`src/rtl/fpf_encoder_seq_if.sv`:
```
// Handshake bundle between a data source, the FPF encoder and the bus-driver register.
// DATA_WIDTH is derived from CODE_WIDTH the same way the encoder derives it.
interface fpf_encoder_seq_if #(
   parameter int CODE_WIDTH = 7
);

   function automatic int unsigned fibAt(input int k);
      int unsigned a;
      int unsigned b;
      int unsigned t;
      a = 1;
      b = 1;
      for (int i = 3; i <= k; i++) begin
         t = a + b;
         a = b;
         b = t;
      end
      return b;
   endfunction

   localparam int DATA_WIDTH = $clog2(fibAt(CODE_WIDTH + 2));

   logic [DATA_WIDTH-1:0] datain;
   logic                  in_valid;
   logic                  in_ready;
   logic [CODE_WIDTH-1:0] codeout;
   logic                  out_valid;
   logic                  out_ready;
   logic                  err;
   logic                  busy;

   modport master (
      output datain, in_valid, out_ready,
      input  in_ready, codeout, out_valid, err, busy
   );

   modport slave (
      input  datain, in_valid, out_ready,
      output in_ready, codeout, out_valid, err, busy
   );

endinterface

```
`src/rtl/fpf_encoder_seq.sv`:
```
// Multi-cycle FPF (Fibonacci, forbidden-pattern-free) CAC encoder: one code bit per clock,
// MSB first, with valid/ready on both sides. CODE_WIDTH is meant for 3..24.
module fpf_encoder_seq #(
   parameter int CODE_WIDTH = 7
) (
   input  logic               clock,
   input  logic               rst_n,
   fpf_encoder_seq_if.slave   io_bus
);

   function automatic int unsigned fibAt(input int k);
      int unsigned a;
      int unsigned b;
      int unsigned t;
      a = 1;
      b = 1;
      for (int i = 3; i <= k; i++) begin
         t = a + b;
         a = b;
         b = t;
      end
      return b;
   endfunction

   localparam int                    DATA_WIDTH = $clog2(fibAt(CODE_WIDTH + 2));
   localparam int                    K_WIDTH    = $clog2(CODE_WIDTH);
   localparam int unsigned           FIB_TOP    = fibAt(CODE_WIDTH + 2);
   localparam logic [DATA_WIDTH-1:0] SAT_VALUE  = DATA_WIDTH'(FIB_TOP - 1);
   localparam logic [K_WIDTH-1:0]    K_START    = K_WIDTH'(CODE_WIDTH - 1);

   typedef enum logic [1:0] {
      IDLE = 2'd0,
      BUSY = 2'd1,
      DONE = 2'd2
   } state_t;

   state_t                  r_state;
   state_t                  w_stateNext;
   logic [DATA_WIDTH-1:0]   r_rem;
   logic                    r_prev;
   logic [K_WIDTH-1:0]      r_k;
   logic [CODE_WIDTH-1:1]   r_work;
   logic                    r_errPend;
   logic [CODE_WIDTH-1:0]   r_code;
   logic                    r_err;

   logic [DATA_WIDTH-1:0]   w_fibLo [1:CODE_WIDTH-1];
   logic [DATA_WIDTH-1:0]   w_fibHi [1:CODE_WIDTH-1];
   logic [DATA_WIDTH-1:0]   w_lo;
   logic [DATA_WIDTH-1:0]   w_hi;
   logic                    w_bit;
   logic [DATA_WIDTH-1:0]   w_remNext;
   logic [CODE_WIDTH-1:1]   w_workNext;
   logic                    w_lastBit;
   logic                    w_inRange;
   logic [DATA_WIDTH-1:0]   w_clamped;
   logic                    w_inReady;
   logic                    w_busy;
   logic                    w_outValid;

   // Per-bit weights: bit k weighs F(k+1); F(k+2) is the threshold that forces a 1.
   for (genvar gk = 1; gk < CODE_WIDTH; gk++) begin : g_fib
      assign w_fibLo[gk] = DATA_WIDTH'(fibAt(gk + 1));
      assign w_fibHi[gk] = DATA_WIDTH'(fibAt(gk + 2));
   end

   always_comb begin
      w_lo       = '0;
      w_hi       = '0;
      w_workNext = r_work;
      for (int i = 1; i < CODE_WIDTH; i++) begin
         if (r_k == K_WIDTH'(i)) begin
            w_lo = w_fibLo[i];
            w_hi = w_fibHi[i];
         end
      end

      // Remainder inside [F(k+1), F(k+2)) can go either way; copying the previous bit
      // is what keeps 010 and 101 out of the codeword.
      if (r_rem < w_lo) begin
         w_bit = 1'b0;
      end else if (r_rem >= w_hi) begin
         w_bit = 1'b1;
      end else begin
         w_bit = r_prev;
      end

      w_remNext = w_bit ? (r_rem - w_lo) : r_rem;
      for (int i = 1; i < CODE_WIDTH; i++) begin
         if (r_k == K_WIDTH'(i)) begin
            w_workNext[i] = w_bit;
         end
      end
      w_lastBit = (r_k == K_WIDTH'(1));

      w_inRange = (32'(io_bus.datain) < FIB_TOP);
      w_clamped = w_inRange ? io_bus.datain : SAT_VALUE;
   end

   always_comb begin
      w_stateNext = r_state;
      w_inReady   = 1'b0;
      w_busy      = 1'b0;
      w_outValid  = 1'b0;
      unique case (r_state)
         IDLE: begin
            w_inReady = 1'b1;
            if (io_bus.in_valid) begin
               w_stateNext = BUSY;
            end
         end
         BUSY: begin
            w_busy = 1'b1;
            if (w_lastBit) begin
               w_stateNext = DONE;
            end
         end
         DONE: begin
            w_outValid = 1'b1;
            if (io_bus.out_ready) begin
               w_stateNext = IDLE;
            end
         end
         default: w_stateNext = IDLE;
      endcase
   end

   always_ff @(posedge clock) begin
      if (!rst_n) begin
         r_state <= IDLE;
      end else begin
         r_state <= w_stateNext;
      end
   end

   // codeout/err only change on the final bit edge, so they hold the last result
   // through IDLE and the next BUSY phase.
   always_ff @(posedge clock) begin
      if (!rst_n) begin
         r_rem     <= '0;
         r_prev    <= 1'b0;
         r_k       <= '0;
         r_work    <= '0;
         r_errPend <= 1'b0;
         r_code    <= '0;
         r_err     <= 1'b0;
      end else begin
         unique case (r_state)
            IDLE: begin
               if (io_bus.in_valid) begin
                  r_rem     <= w_clamped;
                  r_errPend <= ~w_inRange;
                  r_prev    <= 1'b0;
                  r_k       <= K_START;
                  r_work    <= '0;
               end
            end
            BUSY: begin
               r_rem  <= w_remNext;
               r_prev <= w_bit;
               r_k    <= r_k - K_WIDTH'(1);
               r_work <= w_workNext;
               if (w_lastBit) begin
                  r_code <= {w_workNext, w_remNext[0]};
                  r_err  <= r_errPend;
               end
            end
            default: begin
            end
         endcase
      end
   end

   assign io_bus.in_ready  = w_inReady;
   assign io_bus.busy      = w_busy;
   assign io_bus.out_valid = w_outValid;
   assign io_bus.codeout   = r_code;
   assign io_bus.err       = r_err;

endmodule
```
`src/flat_wrapper.sv`:
```
// flat-port wrapper written by rule: the top's interface ports become plain ports
module fpf_encoder_seq_flat 
#(
   parameter int CODE_WIDTH = 7
)
  (clock, rst_n, io_bus_datain, io_bus_in_valid, io_bus_out_ready, io_bus_in_ready, io_bus_codeout, io_bus_out_valid, io_bus_err, io_bus_busy);
  fpf_encoder_seq_if #(.CODE_WIDTH(CODE_WIDTH)) io_bus_i ();
  input  logic clock;
  input  logic rst_n;
  input wire logic [$bits(io_bus_i.datain)-1:0] io_bus_datain;
  input wire logic [$bits(io_bus_i.in_valid)-1:0] io_bus_in_valid;
  input wire logic [$bits(io_bus_i.out_ready)-1:0] io_bus_out_ready;
  output wire logic [$bits(io_bus_i.in_ready)-1:0] io_bus_in_ready;
  output wire logic [$bits(io_bus_i.codeout)-1:0] io_bus_codeout;
  output wire logic [$bits(io_bus_i.out_valid)-1:0] io_bus_out_valid;
  output wire logic [$bits(io_bus_i.err)-1:0] io_bus_err;
  output wire logic [$bits(io_bus_i.busy)-1:0] io_bus_busy;
  assign io_bus_i.datain = io_bus_datain;
  assign io_bus_i.in_valid = io_bus_in_valid;
  assign io_bus_i.out_ready = io_bus_out_ready;
  assign io_bus_in_ready = io_bus_i.in_ready;
  assign io_bus_codeout = io_bus_i.codeout;
  assign io_bus_out_valid = io_bus_i.out_valid;
  assign io_bus_err = io_bus_i.err;
  assign io_bus_busy = io_bus_i.busy;
  fpf_encoder_seq #(.CODE_WIDTH(CODE_WIDTH)) u_core (.clock(clock), .rst_n(rst_n), .io_bus(io_bus_i));
endmodule
```
`config.mk`:
```
export PLATFORM = sky130hd
export DESIGN_NAME = fpf_encoder_seq_flat
export DESIGN_NICKNAME = d
export VERILOG_FILES = /design/src/rtl/fpf_encoder_seq_if.sv /design/src/rtl/fpf_encoder_seq.sv /design/src/flat_wrapper.sv
export SDC_FILE = /design/constraint.sdc
export NUM_CORES = 1
export LEC_CHECK = 0
export CAP_MARGIN = 20
export CORE_MARGIN = 8
export CORE_UTILIZATION = 49
export DETAILED_ROUTE_END_ITERATION = 6
export PLACE_DENSITY_LB_ADDON = 0.12
export SYNTH_ARGS = -nofsm -noshare
export SYNTH_HDL_FRONTEND = slang
export SYNTH_SLANG_ARGS = --single-unit
```
`constraint.sdc`:
```
create_clock -name clock -period 2.7 [get_ports clock]
set_clock_uncertainty 0.2 [all_clocks]
set_input_delay 0.405 -clock clock [delete_from_list [all_inputs] [get_ports clock]]
set_output_delay 0.405 -clock clock [all_outputs]
set_load 0.01 [all_outputs]
```
== Yosys cells after proc, flatten, opt, wreduce, memory -nomap -nowiden ==
Cells that the tools add are included.

* Shift-type cells: 0
* Equal/unequal tests: 12
* $lt $le $gt $ge: 3
* Multiply operators: 0
* Add/sub/neg operators: 2
* Bitwise logic cells: 1
* Reduce and logical (&&, ||, !) cells: 7
* Divide/modulo/power cells: 0
* Mux-type cells: 37

{| class="wikitable"
|+ Operator list
! operator !! number
|-
| 2-to-1 mux 6 bit || 4
|-
| one-hot mux 6 bit (2 select lines) || 2
|-
| 2-to-1 mux 4 bit || 4
|-
| 2-to-1 mux 2 bit || 7
|-
| 2-to-1 mux 1 bit || 13
|-
| equality test 3 bit, second input constant || 3
|-
| 2-to-1 mux 3 bit || 3
|-
| equality test 3 x 2 -> 1 bit, second input constant || 2
|-
| greater-or-equal comparator 6 x 5 -> 1 bit || 1
|-
| < comparator 6 x 4 -> 1 bit || 1
|-
| < comparator 6 bit, second input constant || 1
|-
| one-hot mux 2 bit (3 select lines) || 1
|-
| one-hot mux 3 bit (2 select lines) || 1
|-
| AND reduction 2 bit || 3
|-
| AND reduction 3 bit || 2
|-
| subtractor 6 x 4 -> 6 bit || 1
|-
| 2-to-1 mux 5 bit || 1
|-
| != test 2 x 1 -> 1 bit, second input constant || 2
|-
| != test 2 bit, second input constant || 2
|-
| equality test 3 x 1 -> 1 bit, second input constant || 1
|-
| subtractor 3 x 1 -> 3 bit, second input constant || 1
|-
| equality test 2 x 1 -> 1 bit, second input constant || 1
|-
| equality test 2 bit, second input constant || 1
|-
| zero test 2 bit || 1
|-
| other kinds (3) || 3
|}

* Input port bits: 10
* Output and inout port bits: 11
* Memory bits (read-only): 0
* Register bits: 27
* Bits in writable memories: 0
* Bits in latches: 0
* Logic and storage cells: 71
* Memories: 0

== Logic depth before layout (Yosys ltp) ==
* Word-level depth: 12
* Depth in mapped cells: 13

== Worst setup path before layout ==
No wires, ideal clock.

* Kind: reg-to-reg
* From: register u_core.r_k[0]
* To: register u_core.r_rem[1]
* Arrival time: 2606 ps
* Slack: -229 ps
* Buffers on the path: 2
* Stages on the path, launching flop included: 14
* Clock period less this slack: 2929 ps
* Data required time: 2377 ps
* Cells stage by stage: dfxtp_1 inv_1 ha_1 inv_1 ha_1 inv_1 fa_1 a21o_1 a2111o_1 buf_6 and2_4 buf_6 a211oi_2 nor4_1

* Word-level cells in the longest chain between the ends: 12
* Elaborated cells between the ends (all ways): 27
* Classes of those cells: 1 x add/sub; 2 x order compare; 7 x eq/ne; 16 x mux; 1 x reduce/logical

{| class="wikitable"
|+ Ends and longest elaborated chain
! item !! line !! RTL
|-
| start: declaration || fpf_encoder_seq.sv:41 || <nowiki>logic [K_WIDTH-1:0] r_k;</nowiki>
|-
| start signal: assignment || fpf_encoder_seq.sv:161 || <nowiki>r_k <= r_k - K_WIDTH'(1);</nowiki>
|-
| equality test 3 x 1 -> 1 bit || fpf_encoder_seq.sv:72 || <nowiki>if (r_k == K_WIDTH'(i)) begin</nowiki>
|-
| 2-to-1 mux 2 bit (2 in a row) || fpf_encoder_seq.sv:72 ||
|-
| 2-to-1 mux 3 bit || fpf_encoder_seq.sv:72 ||
|-
| 2-to-1 mux 4 bit (2 in a row) || fpf_encoder_seq.sv:72 ||
|-
| 2-to-1 mux 5 bit || fpf_encoder_seq.sv:72 ||
|-
| greater-or-equal comparator 6 x 5 -> 1 bit || fpf_encoder_seq.sv:82 || <nowiki>end else if (r_rem >= w_hi) begin</nowiki>
|-
| 2-to-1 mux 1 bit || fpf_encoder_seq.sv:82 ||
|-
| 2-to-1 mux 1 bit || fpf_encoder_seq.sv:80 || <nowiki>if (r_rem < w_lo) begin</nowiki>
|-
| != test 2 x 1 -> 1 bit (no line) || n/a ||
|-
| AND reduction 3 bit (no line) || n/a ||
|-
| end signal: assignment || fpf_encoder_seq.sv:151 || <nowiki>r_rem <= w_clamped;</nowiki>
|-
| end signal: assignment || fpf_encoder_seq.sv:159 || <nowiki>r_rem <= w_remNext;</nowiki>
|-
| end: declaration || fpf_encoder_seq.sv:39 || <nowiki>logic [DATA_WIDTH-1:0] r_rem;</nowiki>
|}

Several ways; a longest one is shown, not always the timed one. The select of a mux whose other input is x is not followed.
A chain may end at the register's enable or synchronous reset.

== Final worst setup path ==
* From: register u_core.r_k[1]
* To: register u_core.r_rem[1]

The elaborated chain is that of the path after synthesis.

==> results.py <==
metrics = {
    "timing": {
        "worst_pin_slew_ns": 0.654,
        "setup_viol": 0,
        "setup_slack_ns": 0.0170,
        "drv_slew": 0,
        "min_period_ns": 2.68,
        "slew_headroom_pct": 56.2,
        "fmax_mhz": 373,
        "timing.hold.ws_ns": 0.267,
        "rsz0062_at_grt": "yes",
        "hold_viol_final": 0,
        "fin_crit_sh_pct": 99.4,
    },
    "worst_setup_path": {
        "worstSetupStartpoint": "u_core.r_k[1]",
        "r2r_start": "u_core.r_k[1]",
        "cp-start-kind": "flip-flop",
        "rr_worst_depth": 9,
        "required_ns": 2.71,
        "worstPathArrival_ns": 2.69,
        "endpoint": "u_core.r_rem[1]",
        "cp_slowest_stage_delay_ns": 0.44,
        "r2r_slack_ns": 0.02,
        "critPathSlowestCell": "a2111o_1",
        "end_kind": "flip-flop",
        "path_max_fanout": 5,
        "critPathKind": "flip-flop to flip-flop",
        "r2r-end": "u_core.r_rem[1]",
        "crit_chain": "buf_4 > ha_2 > o21bai_2 > fa_2 > a21o_1 > a2111o_1 > and2_4 > a211oi_2 > nor4_1",
    },
    "layout": {
        "layout_common_cells": "23 x dfxtp_1, 21 x a21oi_1, 20 x nor2_1, 20 x clkdlybuf4s50_1, 15 x nand2_1",
        "diodes": 0,
        "final_net_count": 260,
        "fillers": 297,
        "fin_area_um2": 2140,
        "regArea_um2": 529,
        "multi_input_area_um2": 1110,
        "layout_commonest_cell": "dfxtp_1",
        "layout-drive-gt1-share_pct": 22.7,
        "syn2layout_area_growth_pct": 32.0,
    },
    "power": {
        "pwr-share-seq_pct": 29.6,
        "clkPwrFrac_pct": 17.1,
        "power.ir.vdd_worst_mv": 0.336,
        "intPower_uw": 943,
        "p_comb_share_pct": 53.3,
        "switchingPower_uw": 616,
        "power.density_nw_per_um2": 727,
        "p_leak_uw": 0.000824,
        "swShare_pct": 39.5,
        "finalPower_uw": 1560,
    },
    "clock_network": {
        "clkTransAtPathRegs_ns": 0.14,
        "cts_tree": "done",
        "cts.htree.levels": 1,
        "cts.sinks": 26,
        "cts.path.max_buffers": 2,
        "ctsRootBufferMaster": "clkbuf_4",
        "cts_buffers": 3,
        "holdBufCountCts": 0,
        "clk_latency_ns": 0.32,
    },
    "global_route": {
        "grt_max_degree": 16,
        "top_usage_layer": "met2",
        "grt_pass1_wl_um": 7360,
        "gr-usage-met1_pct": 20.6,
        "antenna_found_initial": 0,
        "grt_pass1_vias": 1600,
        "grt_overflow": 0,
        "grt_usage_pct": 17.3,
        "grt_use_met2_pct": 29.5,
        "grt_use_met3_pct": 3.82,
    },
    "place": {
        "place_area_um2": 1940,
        "pre_cts_ws_ns": -0.0600,
        "port_buffers": 20,
        "gp_congestion": 0.874,
        "dp_hpwl_um": 3280,
    },
    "yosys": {
        "synth_cell_types": 46,
        "postSynthNetCount": 229,
        "syn_inst": 203,
        "ys_seq_area_share_pct": 32.0,
        "async_flop_share_pct": 0,
        "synth.avg_cell_area_um2": 8.00,
        "synth-warning-count": 0,
        "synth-edff-count": 0,
        "synthFlopType": "dfxtp_1",
        "synth_area_um2": 1620,
        "ys_ff_latch": 26,
    },
    "drt": {
        "final_antenna_net_count": 0,
        "drt_iter0_drc": 74,
        "avgViaCountPerCell": 5.82,
        "first_pass_iters": 4,
        "wl_per_cell_um": 16.7,
        "routed_wl_um": 4650,
        "drc_errors": 0,
        "vias": 1624,
    },
    "die": {
        "die_w_um": 73.6,
        "std_cell_rows": 21,
        "core_um2": 3260,
        "dieHeight_um": 73.6,
        "fp.dieArea_um2": 5410,
        "ios": 21,
        "start_util_pct": 49.8,
    },
    "min_path": {
        "hold_path.startpoint": "u_core.io_bus.err",
        "holdPathStages": 2,
        "hp-class": "flip-flop to flip-flop",
    },
    "run_status": {
        "outcome": "complete, no violations",
    },
    "flow_run": {
        "cap_violations": 0,
    },
}
==> Yosys cell counts (3+ instances only) <==
master / count / area, um2
nand2_1: 15 / 56.3
ha_1: 15 / 188
dfxtp_1: 26 / 521
nor2_1: 20 / 75.1
o21ai_0: 10 / 50.1
clkbuf_1: 9 / 33.8
nor3_1: 6 / 30.0
nand3_1: 11 / 55.1
a21oi_1: 24 / 120
and3_1: 3 / 18.8
o211ai_1: 3 / 22.5
nor2b_1: 4 / 25.0
inv_1: 13 / 48.8
nand2b_1: 4 / 25.0
==> per-stage QoR <==
| step | TNS (ns) | util, % | cells |
|---|---|---|---|
| after floorplan | 0 | - | 203 |
| after global placement | 0 | 59.7 | 269 |
| after detailed placement | -0.109 | 59.7 | 269 |
| after CTS | 0 | 62.7 | 276 |
| after global routing | -0.264 | 65.8 | 279 |
| final | 0 | 65.8 | 279 |
==> registers in the layout, indices dropped and copies added (netlist names) <==
name / flops
u_core.r_work: 5
u_core.r_state: 2
u_core.r_prev: 1
u_core.io_bus.err: 1
u_core.r_k: 3
u_core.io_bus.codeout: 7
u_core.r_rem: 6
u_core.r_errPend: 1
==> power groups by stage <==
stage,Clock (uW),Sequential [uW],Combinational [uW]
5_1_grt,283,465,891
3_3_place_gp,0,461,663
6_report,267,462,831
4_1_cts,269,455,715
2_1_floorplan,0,452,504
3_5_place_dp,0,462,687
==> area by class of cell <==
cell class	count	share of cell area (%)
Clock buffer	3	1.05
Clock inverter	1	1.40
Inverter	13	2.63
Multi-Input combinational cell	153	51.9
Sequential cell	26	24.7
Tap cell	46	2.68
Timing Repair Buffer	37	15.7
==> what timing repair did <==
item / in CTS / in global routing
buffers inserted: 2 / 2
gates resized for setup: 7 / 20
pin swaps: 6 / 15
endpoints found under the setup margin: 9 / 16
cloned: 1 / 1
==> worst min path at each step <==
stage / to
after floorplan: u_core.io_bus.codeout[6]
after global placement: u_core.io_bus.err
after detailed placement: u_core.io_bus.err
after CTS: u_core.io_bus.codeout[4]
after global routing: u_core.io_bus.err
final: u_core.io_bus.err
==> metal layers <==
metal	up-vias	part of all wire, %
met5	-	0
met4	0	2.9
met3	15	6.5
met2	63	47
met1	760	44
li1	786	-
==> cell families after synthesis <==
kind of cell,share of synthesized area [%]
buf+inv,6.78
mux,0.693
xor+xnor,1.62
simple gates,21.6
compound gates,24.4
fa+ha+maj,12.8
flops,32.0
==> critical path, delay by kind of cell (launching register included) <==
family	cells	cell delay, ns
compound gates	4	0.96
fa+ha+maj	2	0.61
simple gates	2	0.26
flops	1	0.41
buf+inv	1	0.12
No activity file was read; power rests on OpenSTA's default activity.
